### src/rtl/lc4_muldiv_seq_pkg.sv
`default_nettype none
// ============================================================================
//  Module   : lc4_muldiv_seq_pkg
//  Brief    : Shared op codes, FSM states and iteration count for lc4_muldiv_seq
//  Revision : 1.0
// ============================================================================
package lc4_muldiv_seq_pkg;

    localparam logic OP_MUL    = 1'b0;
    localparam logic OP_DIVMOD = 1'b1;

    localparam int ITER = 16;

    typedef enum logic [1:0] {
        IDLE = 2'd0,
        BUSY = 2'd1,
        DONE = 2'd2
    } state_t;

endpackage
`default_nettype wire

### src/rtl/lc4_muldiv_seq_cla16.sv
`default_nettype none
// ============================================================================
//  Module   : lc4_muldiv_seq_cla16
//  Brief    : 16-bit two-level carry-lookahead adder (4 groups of 4 bits)
//  Revision : 1.0
// ============================================================================
module lc4_muldiv_seq_cla16 (
    input  logic [15:0] a,
    input  logic [15:0] b,
    input  logic        cin,
    output logic [15:0] sum
);

    logic [15:0] g;
    logic [15:0] p;
    logic [15:0] c;
    logic [3:0]  cg;

    assign g     = a & b;
    assign p     = a ^ b;
    assign cg[0] = cin;

    generate
        for (genvar k = 0; k < 4; k++) begin : g_grp
            assign c[4*k]   = cg[k];
            assign c[4*k+1] = g[4*k] | (p[4*k] & cg[k]);
            assign c[4*k+2] = g[4*k+1] | (p[4*k+1] & g[4*k])
                            | (p[4*k+1] & p[4*k] & cg[k]);
            assign c[4*k+3] = g[4*k+2] | (p[4*k+2] & g[4*k+1])
                            | (p[4*k+2] & p[4*k+1] & g[4*k])
                            | (p[4*k+2] & p[4*k+1] & p[4*k] & cg[k]);

            // Group carry-out only feeds the next group; the final carry is not exposed.
            if (k < 3) begin : g_next
                logic gg;
                logic gp;
                assign gp      = &p[4*k +: 4];
                assign gg      = g[4*k+3] | (p[4*k+3] & g[4*k+2])
                               | (p[4*k+3] & p[4*k+2] & g[4*k+1])
                               | (&p[4*k+1 +: 3] & g[4*k]);
                assign cg[k+1] = gg | (gp & cg[k]);
            end
        end
    endgenerate

    assign sum = p ^ c;

endmodule
`default_nettype wire

### src/rtl/lc4_muldiv_seq.sv
`default_nettype none
// ============================================================================
//  Module   : lc4_muldiv_seq
//  Brief    : Iterative MUL / DIVMOD unit, one shared cla16 add per cycle
//  Revision : 1.0
// ============================================================================
module lc4_muldiv_seq
    import lc4_muldiv_seq_pkg::*;
#(
    parameter int W     = 16,
    parameter int CNT_W = 4
) (
    input  logic         clk,
    input  logic         rst_n,
    input  logic         in_valid,
    output logic         in_ready,
    input  logic         in_op,
    input  logic [W-1:0] in_a,
    input  logic [W-1:0] in_b,
    output logic         out_valid,
    input  logic         out_ready,
    output logic [W-1:0] out_res,
    output logic [W-1:0] out_rem
);

    state_t           state_q, state_d;
    logic             op_q, op_d;
    logic [W-1:0]     opa_q, opa_d;   // MUL: multiplicand, DIVMOD: dividend -> quotient
    logic [W-1:0]     opb_q, opb_d;   // MUL: multiplier,   DIVMOD: divisor
    logic [W-1:0]     acc_q, acc_d;   // MUL: accumulator,  DIVMOD: partial remainder
    logic [CNT_W-1:0] cnt_q, cnt_d;
    logic [W-1:0]     res_q, res_d;
    logic [W-1:0]     rem_q, rem_d;

    logic [W-1:0] cla_a;
    logic [W-1:0] cla_b;
    logic         cla_cin;
    logic [W-1:0] cla_sum;
    logic [W-1:0] shr;
    logic         top;
    logic         co;
    logic         ge;

    assign shr     = {acc_q[W-2:0], opa_q[W-1]};
    assign top     = acc_q[W-1];
    assign cla_a   = (op_q == OP_DIVMOD) ? shr : acc_q;
    assign cla_b   = (op_q == OP_DIVMOD) ? ~opb_q : opa_q;
    assign cla_cin = (op_q == OP_DIVMOD);

    lc4_muldiv_seq_cla16 u_cla16 (
        .a   (cla_a),
        .b   (cla_b),
        .cin (cla_cin),
        .sum (cla_sum)
    );

    // The adder has no carry-out, so rebuild it from the operand and sum MSBs.
    assign co = (shr[W-1] & ~opb_q[W-1]) | ((shr[W-1] ^ ~opb_q[W-1]) & ~cla_sum[W-1]);
    assign ge = top | co;

    always_comb begin
        state_d = state_q;
        op_d    = op_q;
        opa_d   = opa_q;
        opb_d   = opb_q;
        acc_d   = acc_q;
        cnt_d   = cnt_q;
        res_d   = res_q;
        rem_d   = rem_q;
        case (state_q)
            IDLE: begin
                if (in_valid) begin
                    op_d  = in_op;
                    opa_d = in_a;
                    opb_d = in_b;
                    acc_d = '0;
                    cnt_d = '0;
                    if (in_op == OP_DIVMOD && in_b == '0) begin
                        state_d = DONE;
                        res_d   = '0;
                        rem_d   = '0;
                    end else begin
                        state_d = BUSY;
                    end
                end
            end
            BUSY: begin
                if (op_q == OP_MUL) begin
                    if (opb_q[0]) begin
                        acc_d = cla_sum;
                    end
                    opa_d = opa_q << 1;
                    opb_d = opb_q >> 1;
                end else begin
                    acc_d = ge ? cla_sum : shr;
                    opa_d = {opa_q[W-2:0], ge};
                end
                if (cnt_q == CNT_W'(ITER - 1)) begin
                    state_d = DONE;
                    res_d   = (op_q == OP_MUL) ? acc_d : opa_d;
                    rem_d   = (op_q == OP_MUL) ? '0 : acc_d;
                end else begin
                    cnt_d = cnt_q + 1'b1;
                end
            end
            DONE: begin
                if (out_ready) begin
                    state_d = IDLE;
                end
            end
            default: state_d = IDLE;
        endcase
    end

    always_ff @(posedge clk or negedge rst_n) begin
        if (!rst_n) begin
            state_q <= IDLE;
            op_q    <= OP_MUL;
            opa_q   <= '0;
            opb_q   <= '0;
            acc_q   <= '0;
            cnt_q   <= '0;
            res_q   <= '0;
            rem_q   <= '0;
        end else begin
            state_q <= state_d;
            op_q    <= op_d;
            opa_q   <= opa_d;
            opb_q   <= opb_d;
            acc_q   <= acc_d;
            cnt_q   <= cnt_d;
            res_q   <= res_d;
            rem_q   <= rem_d;
        end
    end

    assign in_ready  = (state_q == IDLE);
    assign out_valid = (state_q == DONE);
    assign out_res   = res_q;
    assign out_rem   = rem_q;

endmodule
`default_nettype wire

### config.mk
export PLATFORM = sky130hd
export DESIGN_NAME = lc4_muldiv_seq
export DESIGN_NICKNAME = d
export VERILOG_FILES = /design/src/rtl/lc4_muldiv_seq_pkg.sv /design/src/rtl/lc4_muldiv_seq_cla16.sv /design/src/rtl/lc4_muldiv_seq.sv
export SDC_FILE = /design/constraint.sdc
export NUM_CORES = 1
export LEC_CHECK = 0
export ABC_AREA = 1
export CAP_MARGIN = 20
export CORE_MARGIN = 3
export CORE_UTILIZATION = 37
export CTS_CLUSTER_DIAMETER = 150
export DETAILED_ROUTE_END_ITERATION = 8
export PLACE_DENSITY = 0.61
export RECOVER_POWER = 25
export SYNTH_ARGS = -nofsm -noshare
export SYNTH_HDL_FRONTEND = slang
export SYNTH_SLANG_ARGS = --single-unit
### constraint.sdc
create_clock -name clk -period 4.6 [get_ports clk]
set_input_delay 1.38 -clock clk [delete_from_list [all_inputs] [get_ports clk]]
set_output_delay 1.38 -clock clk [all_outputs]
set_load 0.01 [all_outputs]
==> impl_metrics.py <==
metrics = {
    "cells_and_area": {
        "drive_above_1_share_pct": 6.524,
        "diodes": 0,
        "nets": 850,
        "areaGrowthSynthToFinish_pct": 20.98,
    },
    "floorplan": {
        "num_io_pins": 71,
        "die_width_um": 127.0,
        "core_region_area_mm2": 0.01410,
        "fp-row-count": 43,
        "design.die.area_mm2": 0.01614,
        "die_h_um": 127.0,
        "start_util_pct": 38.46,
    },
    "run": {
        "max_cap_violations": 1,
    },
    "logic_synthesis": {
        "synthCells": 737,
        "synth_seq_cells": 87,
        "yosys-top-cells-area": "dfrtp_1 (40%), nand2_1 (14%), o21ai_0 (6.8%)",
        "ys.flop_type": "dfrtp_1",
        "netlist_top_cells_count": "nand2_1 (201), dfrtp_1 (87), o21ai_0 (74)",
        "async_flop_share_pct": 100.0,
        "syn_nets": 795,
        "synth.distinct_cells": 39,
        "synth_top_area_cell": "dfrtp_1",
        "syn_avg_cell_area_um2": 7.356,
        "synth_area_mm2": 0.005421,
        "seq_area_frac_synth_pct": 40.16,
        "yosysWarnings": 0,
        "yosysTopAreaCellShare_pct": 40.16,
        "yosysMostFrequentCell": "nand2_1",
        "synth-edff-count": 0,
    },
    "setup_path": {
        "cp_max_fo": 49,
        "start_kind": "flop",
        "critPathKind": "flop to flop",
        "end_kind": "flop",
        "arrival_ns": 3.92,
        "crit_required_ns": 4.80,
    },
    "timing": {
        "max_freq_mhz": 268.8,
        "rsz0062_at_grt": "false",
        "tightest_slew_ns": 1.865,
        "clock_skew_ns": 0.01196,
        "slew_headroom_pct": -24.32,
        "setup_slack_ns": 0.8796,
        "min_period_ns": 3.720,
        "hold_violations": 0,
        "setup_violations": 0,
        "min_period_over_period_pct": 80.88,
        "tns_ns": 0,
        "drv_slew": 75,
    },
    "global_route": {
        "grt_use_total_pct": 21.09,
        "antenna_found_initial": 0,
        "grt_max_degree": 75,
        "grt_pass1_wl_mm": 26.68,
        "grt_pass1_vias": 5018,
        "grt_overflow_total": 0,
    },
    "detailed_routing": {
        "routed_wirelength_mm": 16.25,
        "vias": 5209,
        "antenna_left": 0,
        "drtPass1Iterations": 5,
        "drt_iter0_drc": 502,
        "viasPerCell": 5.332,
        "wl_per_cell_um": 16.64,
        "drcViolationCount": 0,
    },
    "clocking": {
        "path_clk_slew_ns": 0.07,
        "clock_path_buffers": 2,
        "cts_tree": "built",
        "cts_hold_buffers": 0,
        "clock_sinks": 87,
        "cts_setup_buffers": 0,
        "htreeDepth": 3,
        "cts_root_buffer": "clkbuf_16",
        "clk_latency_ns": 0.36,
        "post_cts_resized": 0,
        "cts_made_buffers": 9,
    },
    "worst_hold_path": {
        "worst_hold_path_type": "flop to flop",
    },
    "placed_design": {
        "dp_hpwl_mm": 11.85,
        "place.gp.congestion": 0.9119,
        "numPortBuffers": 70,
        "place_ws_ns": 0.8802,
    },
    "run_status": {
        "outcome": "complete, but fails checks",
        "violations": "capacitance limit, slew limit",
    },
}
routing by layer:
| metal | GRT usage [%] | wire length [um] | vias to the layer above |
|---|---|---|---|
| li1 | - | - | 2553 |
| met1 | 29.31 | 7535 | 2455 |
| met2 | 32.88 | 7359 | 177 |
| met3 | 4.891 | 990 | 24 |
| met4 | 6.372 | 367 | 0 |
| met5 | 0 | 0 | - |
path summary, 6_finish.rpt:
path                                               from  depth (start not counted)                       to  slack (ns)
worst max-delay path                cla_cin$_DFFE_PN0P_                         17    acc_q[12]$_DFFE_PN0P_        0.88
worst min-delay path            out_rem[13]$_DFFE_PN0P_                          2  out_rem[13]$_DFFE_PN0P_        0.48
worst max register to register      cla_cin$_DFFE_PN0P_                         17    acc_q[12]$_DFFE_PN0P_        0.88
worst min register to register  out_rem[13]$_DFFE_PN0P_                          2  out_rem[13]$_DFFE_PN0P_        0.48
max in group asynchronous                         rst_n                          1    acc_q[13]$_DFFE_PN0P_        1.95
min in group asynchronous                         rst_n                          1  out_rem[15]$_DFFE_PN0P_        1.48
per-stage QoR:
step	hold WS (ns)	util, %	instances	cell area (um^2)
final	0.4757	46.53	977	6559
after global routing	0.5026	46.53	977	6559
after CTS	0.4819	46.56	977	6564
after detailed placement	0.4647	44.36	961	6254
after global placement	0.4636	44.36	961	6254
after floorplan	0.4736	-	737	5421
area by class of cell:
type,count,area [um^2]
timing repair buffer,81,778.2
inverter,72,270.3
clock inverter,7,85.08
tap,180,225.2
fill,1428,7537
sequential,87,2177
clock buffer,9,225.2
multi-input combinational,541,2798
sequential cells by signal, indices dropped and copies added, names as in the netlist:
signal	flops
cnt_q	4
cla_cin	1
out_rem	16
acc_q	16
opb_q	16
state_q	2
out_res	16
opa_q	16
critical path: stages (launching register included):
cell      delay [ns]
dfrtp_1         0.39
inv_2           0.50
buf_4           0.33
nor2_1          0.08
nor2_1          0.10
ha_1            0.30
a21oi_1         0.26
o21bai_1        0.12
a21oi_1         0.18
nand2_2         0.11
nand2_2         0.10
nand2_2         0.06
nand2_2         0.09
nand3_4         0.24
nand2_4         0.33
nand3_1         0.15
nand2_1         0.10
o21ai_0         0.09
cell usage in the layout, fill, tap and decap left out, types with 3 or more instances in the layout:
master / Yosys / routed
a21oi_1: 39 / 39
a22oi_1: 8 / 8
buf_4: 2 / 11
clkbuf_16: 0 / 9
clkdlybuf4s50_1: 0 / 69
dfrtp_1: 87 / 87
fa_1: 4 / 4
ha_1: 17 / 17
inv_1: 70 / 70
inv_6: 0 / 4
nand2_1: 201 / 202
nand2_2: 6 / 5
nand3_1: 58 / 58
nand3_2: 10 / 10
nand3b_1: 3 / 3
nand4_1: 4 / 4
nor2_1: 64 / 63
nor2_2: 3 / 4
nor3_1: 3 / 3
o211ai_1: 20 / 20
o21ai_0: 74 / 73
o21ai_1: 2 / 3
o22ai_1: 4 / 4
xnor2_1: 3 / 3
xor2_1: 4 / 4
cells by family (layout without fill, tap and decap cells):
family / count (synthesis) / after routing / share of synthesized area, %
AOI/OAI and AO/OA: 154 / 154 / 16.04
xor gates and xnor gates: 8 / 8 / 1.431
adders and majority gates: 21 / 21 / 5.400
buffers and inverters: 109 / 169 / 8.239
DFF: 87 / 87 / 40.16
and+or+nand+nor: 358 / 358 / 28.73
Power is left out: the tool's default activity adds up to more than one toggle a clock period on the data nets, which glitch-free logic cannot reach.
